`src/rtl/buzzer_arbiter.sv`:
```
// Fixed-priority preemptive buzzer arbiter (done > warn > key) with tone/pattern sequencer.
// Define BUZZER_MUTE_EN to add the mute input that suppresses key beeps.
module buzzer_arbiter #(
  parameter int unsigned CLK_HZ     = 100_000_000,
  parameter int unsigned KEY_HZ     = 1000,
  parameter int unsigned DONE_HZ    = 800,
  parameter int unsigned WARN_HZ    = 2000,
  parameter int unsigned KEY_MS     = 100,
  parameter int unsigned DONE_ON_MS = 500,
  parameter int unsigned DONE_REPS  = 3,
  parameter int unsigned WARN_MS    = 100,
  parameter int unsigned WARN_REPS  = 2
) (
  input  logic       clk,
  input  logic       reset,
  input  logic       req_key,
  input  logic       req_done,
  input  logic       req_warn,
`ifdef BUZZER_MUTE_EN
  input  logic       mute,
`endif
  output logic       buzzer,
  output logic [2:0] grant,
  output logic       busy,
  output logic       pattern_done
);

  localparam int unsigned CycPerMs = CLK_HZ / 1000;
  localparam int unsigned KeyLen   = KEY_MS * CycPerMs;
  localparam int unsigned DoneLen  = DONE_ON_MS * CycPerMs;
  localparam int unsigned WarnLen  = WARN_MS * CycPerMs;
  localparam int unsigned MaxLen01 = (KeyLen > DoneLen) ? KeyLen : DoneLen;
  localparam int unsigned MaxLen   = (MaxLen01 > WarnLen) ? MaxLen01 : WarnLen;

  localparam int unsigned KeyHalf  = CLK_HZ / (2 * KEY_HZ);
  localparam int unsigned DoneHalf = CLK_HZ / (2 * DONE_HZ);
  localparam int unsigned WarnHalf = CLK_HZ / (2 * WARN_HZ);
  localparam int unsigned MaxHf01  = (KeyHalf > DoneHalf) ? KeyHalf : DoneHalf;
  localparam int unsigned MaxHalf  = (MaxHf01 > WarnHalf) ? MaxHf01 : WarnHalf;

  localparam int unsigned MaxRp01  = (DONE_REPS > WARN_REPS) ? DONE_REPS : WARN_REPS;
  localparam int unsigned MaxReps  = (MaxRp01 > 1) ? MaxRp01 : 1;

  localparam int MsW   = $clog2(MaxLen) + 1;
  localparam int ToneW = $clog2(MaxHalf) + 1;
  localparam int RepW  = $clog2(MaxReps) + 1;

  localparam logic [2:0] SrcKey  = 3'b001;
  localparam logic [2:0] SrcWarn = 3'b010;
  localparam logic [2:0] SrcDone = 3'b100;

  typedef enum logic [1:0] {StIdle, StToneOn, StToneOff} state_e;

  state_e             state;
  logic [MsW-1:0]     ms_cnt;
  logic [ToneW-1:0]   tone_cnt;
  logic [RepW-1:0]    rep_cnt;

  logic [MsW-1:0]     phase_last;
  logic [ToneW-1:0]   half_last;
  logic [RepW-1:0]    rep_last;
  logic [2:0]         new_src;
  logic               key_ok;
  logic               mute_kill;
  logic               phase_end;
  logic               finishing;
  logic               accept;

`ifdef BUZZER_MUTE_EN
  assign key_ok    = req_key & ~mute;
  assign mute_kill = mute && (grant == SrcKey);
`else
  assign key_ok    = req_key;
  assign mute_kill = 1'b0;
`endif

  // Phase length, half period and burst count of the source currently granted.
  always_comb begin
    phase_last = MsW'(KeyLen - 1);
    half_last  = ToneW'(KeyHalf - 1);
    rep_last   = '0;
    unique case (grant)
      SrcDone: begin
        phase_last = MsW'(DoneLen - 1);
        half_last  = ToneW'(DoneHalf - 1);
        rep_last   = RepW'(DONE_REPS - 1);
      end
      SrcWarn: begin
        phase_last = MsW'(WarnLen - 1);
        half_last  = ToneW'(WarnHalf - 1);
        rep_last   = RepW'(WARN_REPS - 1);
      end
      default: ;
    endcase
  end

  always_comb begin
    new_src = 3'b000;
    if (req_done)      new_src = SrcDone;
    else if (req_warn) new_src = SrcWarn;
    else if (key_ok)   new_src = SrcKey;
  end

  assign phase_end = (ms_cnt == phase_last);
  assign finishing = (state == StToneOn) && phase_end && (rep_cnt == rep_last);
  // One-hot ordering makes numeric compare equal to priority compare; idle grant is 0.
  assign accept    = (new_src > grant) || (finishing && (new_src != 3'b000));

  always_ff @(posedge clk) begin
    if (reset) begin
      state        <= StIdle;
      grant        <= 3'b000;
      busy         <= 1'b0;
      buzzer       <= 1'b0;
      pattern_done <= 1'b0;
      ms_cnt       <= '0;
      tone_cnt     <= '0;
      rep_cnt      <= '0;
    end else begin
      pattern_done <= 1'b0;
      if (accept) begin
        state        <= StToneOn;
        grant        <= new_src;
        busy         <= 1'b1;
        buzzer       <= 1'b0;
        pattern_done <= finishing;
        ms_cnt       <= '0;
        tone_cnt     <= '0;
        rep_cnt      <= '0;
      end else if (mute_kill) begin
        state    <= StIdle;
        grant    <= 3'b000;
        busy     <= 1'b0;
        buzzer   <= 1'b0;
        ms_cnt   <= '0;
        tone_cnt <= '0;
        rep_cnt  <= '0;
      end else begin
        unique case (state)
          StIdle: ;
          StToneOn: begin
            if (phase_end) begin
              ms_cnt   <= '0;
              tone_cnt <= '0;
              buzzer   <= 1'b0;
              if (rep_cnt == rep_last) begin
                state        <= StIdle;
                grant        <= 3'b000;
                busy         <= 1'b0;
                pattern_done <= 1'b1;
                rep_cnt      <= '0;
              end else begin
                state   <= StToneOff;
                rep_cnt <= rep_cnt + 1'b1;
              end
            end else begin
              ms_cnt <= ms_cnt + 1'b1;
              if (tone_cnt == half_last) begin
                tone_cnt <= '0;
                buzzer   <= ~buzzer;
              end else begin
                tone_cnt <= tone_cnt + 1'b1;
              end
            end
          end
          StToneOff: begin
            if (phase_end) begin
              state    <= StToneOn;
              ms_cnt   <= '0;
              tone_cnt <= '0;
              buzzer   <= 1'b0;
            end else begin
              ms_cnt <= ms_cnt + 1'b1;
            end
          end
          default: state <= StIdle;
        endcase
      end
    end
  end

endmodule
```
`config.mk`:
```
export PLATFORM = sky130hd
export DESIGN_NAME = buzzer_arbiter
export DESIGN_NICKNAME = d
export VERILOG_FILES = /design/src/rtl/buzzer_arbiter.sv
export SDC_FILE = /design/constraint.sdc
export NUM_CORES = 1
export LEC_CHECK = 0
export BUFFER_PORTS_ARGS = -buffer_cell sky130_fd_sc_hd__buf_2
export CAP_MARGIN = 10
export CORE_ASPECT_RATIO = 1.5
export CORE_MARGIN = 5
export CORE_UTILIZATION = 56
export CTS_CLUSTER_DIAMETER = 60
export DETAILED_ROUTE_END_ITERATION = 12
export GPL_ROUTABILITY_DRIVEN = 0
export HOLD_SLACK_MARGIN = 0.12
export PLACE_DENSITY = 0.73
export SETUP_SLACK_MARGIN = 0.02
export SLEW_MARGIN = 5
export SYNTH_ARGS = -nofsm -noshare
export SYNTH_HDL_FRONTEND = slang
export SYNTH_SLANG_ARGS = --single-unit
```
`constraint.sdc`:
```
create_clock -name clk -period 5.25 [get_ports clk]
set_input_delay 0.2625 -clock clk [delete_from_list [all_inputs] [get_ports clk]]
set_output_delay 0.2625 -clock clk [all_outputs]
set_load 0.01 [all_outputs]
```
==> metrics.txt <==
status=finished, final reports clean; slew at the pin closest to its max-slew limit=0.8228 ns; Num CTS Buffers=5; initial antenna violation count=0; met3 usage=1.896%; Via-to-Cell Ratio=5.911; CTS sink count=55; yosys warns=0; routing usage on met2=33.91%; total gr overflow=0; leakage=1.096 nW; Final Instance Count excl. Fillers=436; worst-skew pair later-pin latency=0.31 ns; PD cells=248.8 mW/mm^2; Starting Density=56.77%; post_cts resized=0; worst slack at placement=2.117 ns; synth top area cells=dfxtp_1 (36%), nor2_1 (7.0%), xnor2_1 (5.7%); chip width=70.46 um; WP data arrival=3.28 ns; Post-synth EDFFs=0; post-layout util=59.52%; area grow syn2layout=4.849%; final net count=379; Setup TNS Final=0 ns; Worst Skew=0.01452 ns; number of I/O pins=11; Slew HR=45.15%; Post-CTS Hold Buffers=0; max-cap viol count=0; Hold Worst Slack=0.1944 ns; core footprint=0.005409 mm^2; pin count of the biggest net entering global routing=27; top cell type's share of synthesized area=35.86%; overall power=801.1 uW; post-CTS setup buffers=0; minimum clock period=3.121 ns; Crit path required time=5.41 ns; DP HPWL=4.802 mm; vias in the first global route=2408; RSZ-0062 raised after global routing=false; Clock transition at path regs=0.10 ns; first-pass GRT wire length=10.74 mm; Hold Vio Cnt, Final=0; PortBufs=10; dominant synthesized flop cell=dfxtp_1; sequential-to-total area share from yosys stat=35.86%; via count=2577; Max Buffers Root-to-Sink=2; synthesized net count=374; fmax=0.3204 GHz; post-route ant nets=0; grt met1 use=21.77%; Avg Inst Size Synth=8.529 um^2; die footprint=0.007095 mm^2; final setup vio count=0; maximum vdd ir drop=0.0001269 V; Distinct cells, synth=58; routed len/inst=14.87 um; die height=100.7 um; mapped cell area=0.003070 mm^2; CP Class=reg2reg; GRT busiest layer=met2; Cell Rows=33; DRC errors left=0; CP Capture Type=flop; Yosys reg bits=55; Worst setup SP type=flop; initial DRC count=202; CTS tree=built; Post-synth ARST share=0%; top cell type by total area after synthesis=dfxtp_1; cells after synthesis=360; DP Cell Count=428; htree depth=2; fin worst setup slack=2.129 ns; aggregate routed wire length=6.483 mm; Design Area, Final=0.003219 mm^2; final period utilization=59.44%; Root Driver=clkbuf_8; CP Max Fanout=26; drt pass-1 iters=4; layout cells sized above 1=8.470%; placed inst area=0.003131 mm^2; fin. max-slew vios=0; Ant. Diodes=0; Hold WC Path Type=in2reg; GRT Util Overall=18.47%
[registers in the layout, indices dropped and copies added, names as in the netlist]
name	count
state	2
grant	3
tone_cnt	17
rep_cnt	3
busy	1
buzzer	1
pattern_done	1
ms_cnt	27
[power by group]
group	switching, mW	internal, mW	leakage [nW]
logic	0.0840	0.0438	0.612
registers	0.0113	0.426	0.444
clock network	0.143	0.0933	0.0402
[cells in the final DEF (no fill, tap or decap), types with 6 or more instances in the layout]
cell / instances
ha_1: 9
xor2_1: 14
o21ai_0: 8
a21oi_1: 23
nor2b_1: 6
or4_1: 7
nand2_1: 27
nor2_1: 57
xnor2_1: 20
nand4_1: 10
dfxtp_1: 55
or3_1: 6
nand3_1: 16
inv_1: 17
buf_2: 10
[Yosys cell counts, types with 5 or more instances]
cell     number
ha_1          9
nand2_1      27
nand3_1      16
inv_1        17
and2_1        5
dfxtp_1      55
or4_1         7
buf_2         5
xnor2_1      20
xor2_1       14
nor2_1       57
nor2b_1       6
a21oi_1      23
nand4_1      10
mux2i_1       5
nor3_1        5
or3_1         6
o21ai_0       8
[layer usage]
| layer | vias up | part of all wire [%] |
|---|---|---|
| met4 | 0 | 1.4 |
| met2 | 53 | 52 |
| met3 | 9 | 2.7 |
| li1 | 1288 | - |
| met5 | - | 0 |
| met1 | 1227 | 44 |
[area by class of cell]
type | instances | area [um^2]
clock inverter | 3 | 20.02
inverter | 17 | 63.81
multi-input combinational | 276 | 1828
timing repair buffer | 10 | 50.05
tap | 70 | 87.58
fill | 505 | 2190
clock buffer | 5 | 68.82
sequential | 55 | 1101
[cell families after synthesis]
family                   synth area share (%)
AO/OA/AOI/OAI                           15.32
XOR/XNOR                                9.699
adder cells (fa/ha/maj)                 3.668
buffers and inverters                   4.605
flip-flops                              35.86
multiplexers                            1.630
AND/OR/NAND/NOR                         29.22
[path summary, 6_finish.rpt]
check	from	cells after the start	endpoint	slack, ns
setup / recovery	grant[2]	6	ms_cnt[6]	2.13
hold / removal	reset	2	busy	0.19
setup reg to reg	grant[2]	6	ms_cnt[6]	2.13
hold reg to reg	ms_cnt[1]	2	ms_cnt[1]	0.50
[critical path: stages (launching register included)]
cell	delay [ns]
dfxtp_1	0.49
or3b_4	0.46
nor4_4	0.41
o2111ai_2	0.26
o211ai_2	0.54
a21o_1	0.69
nor2_1	0.11
No activity file was read; power rests on OpenSTA's default activity.
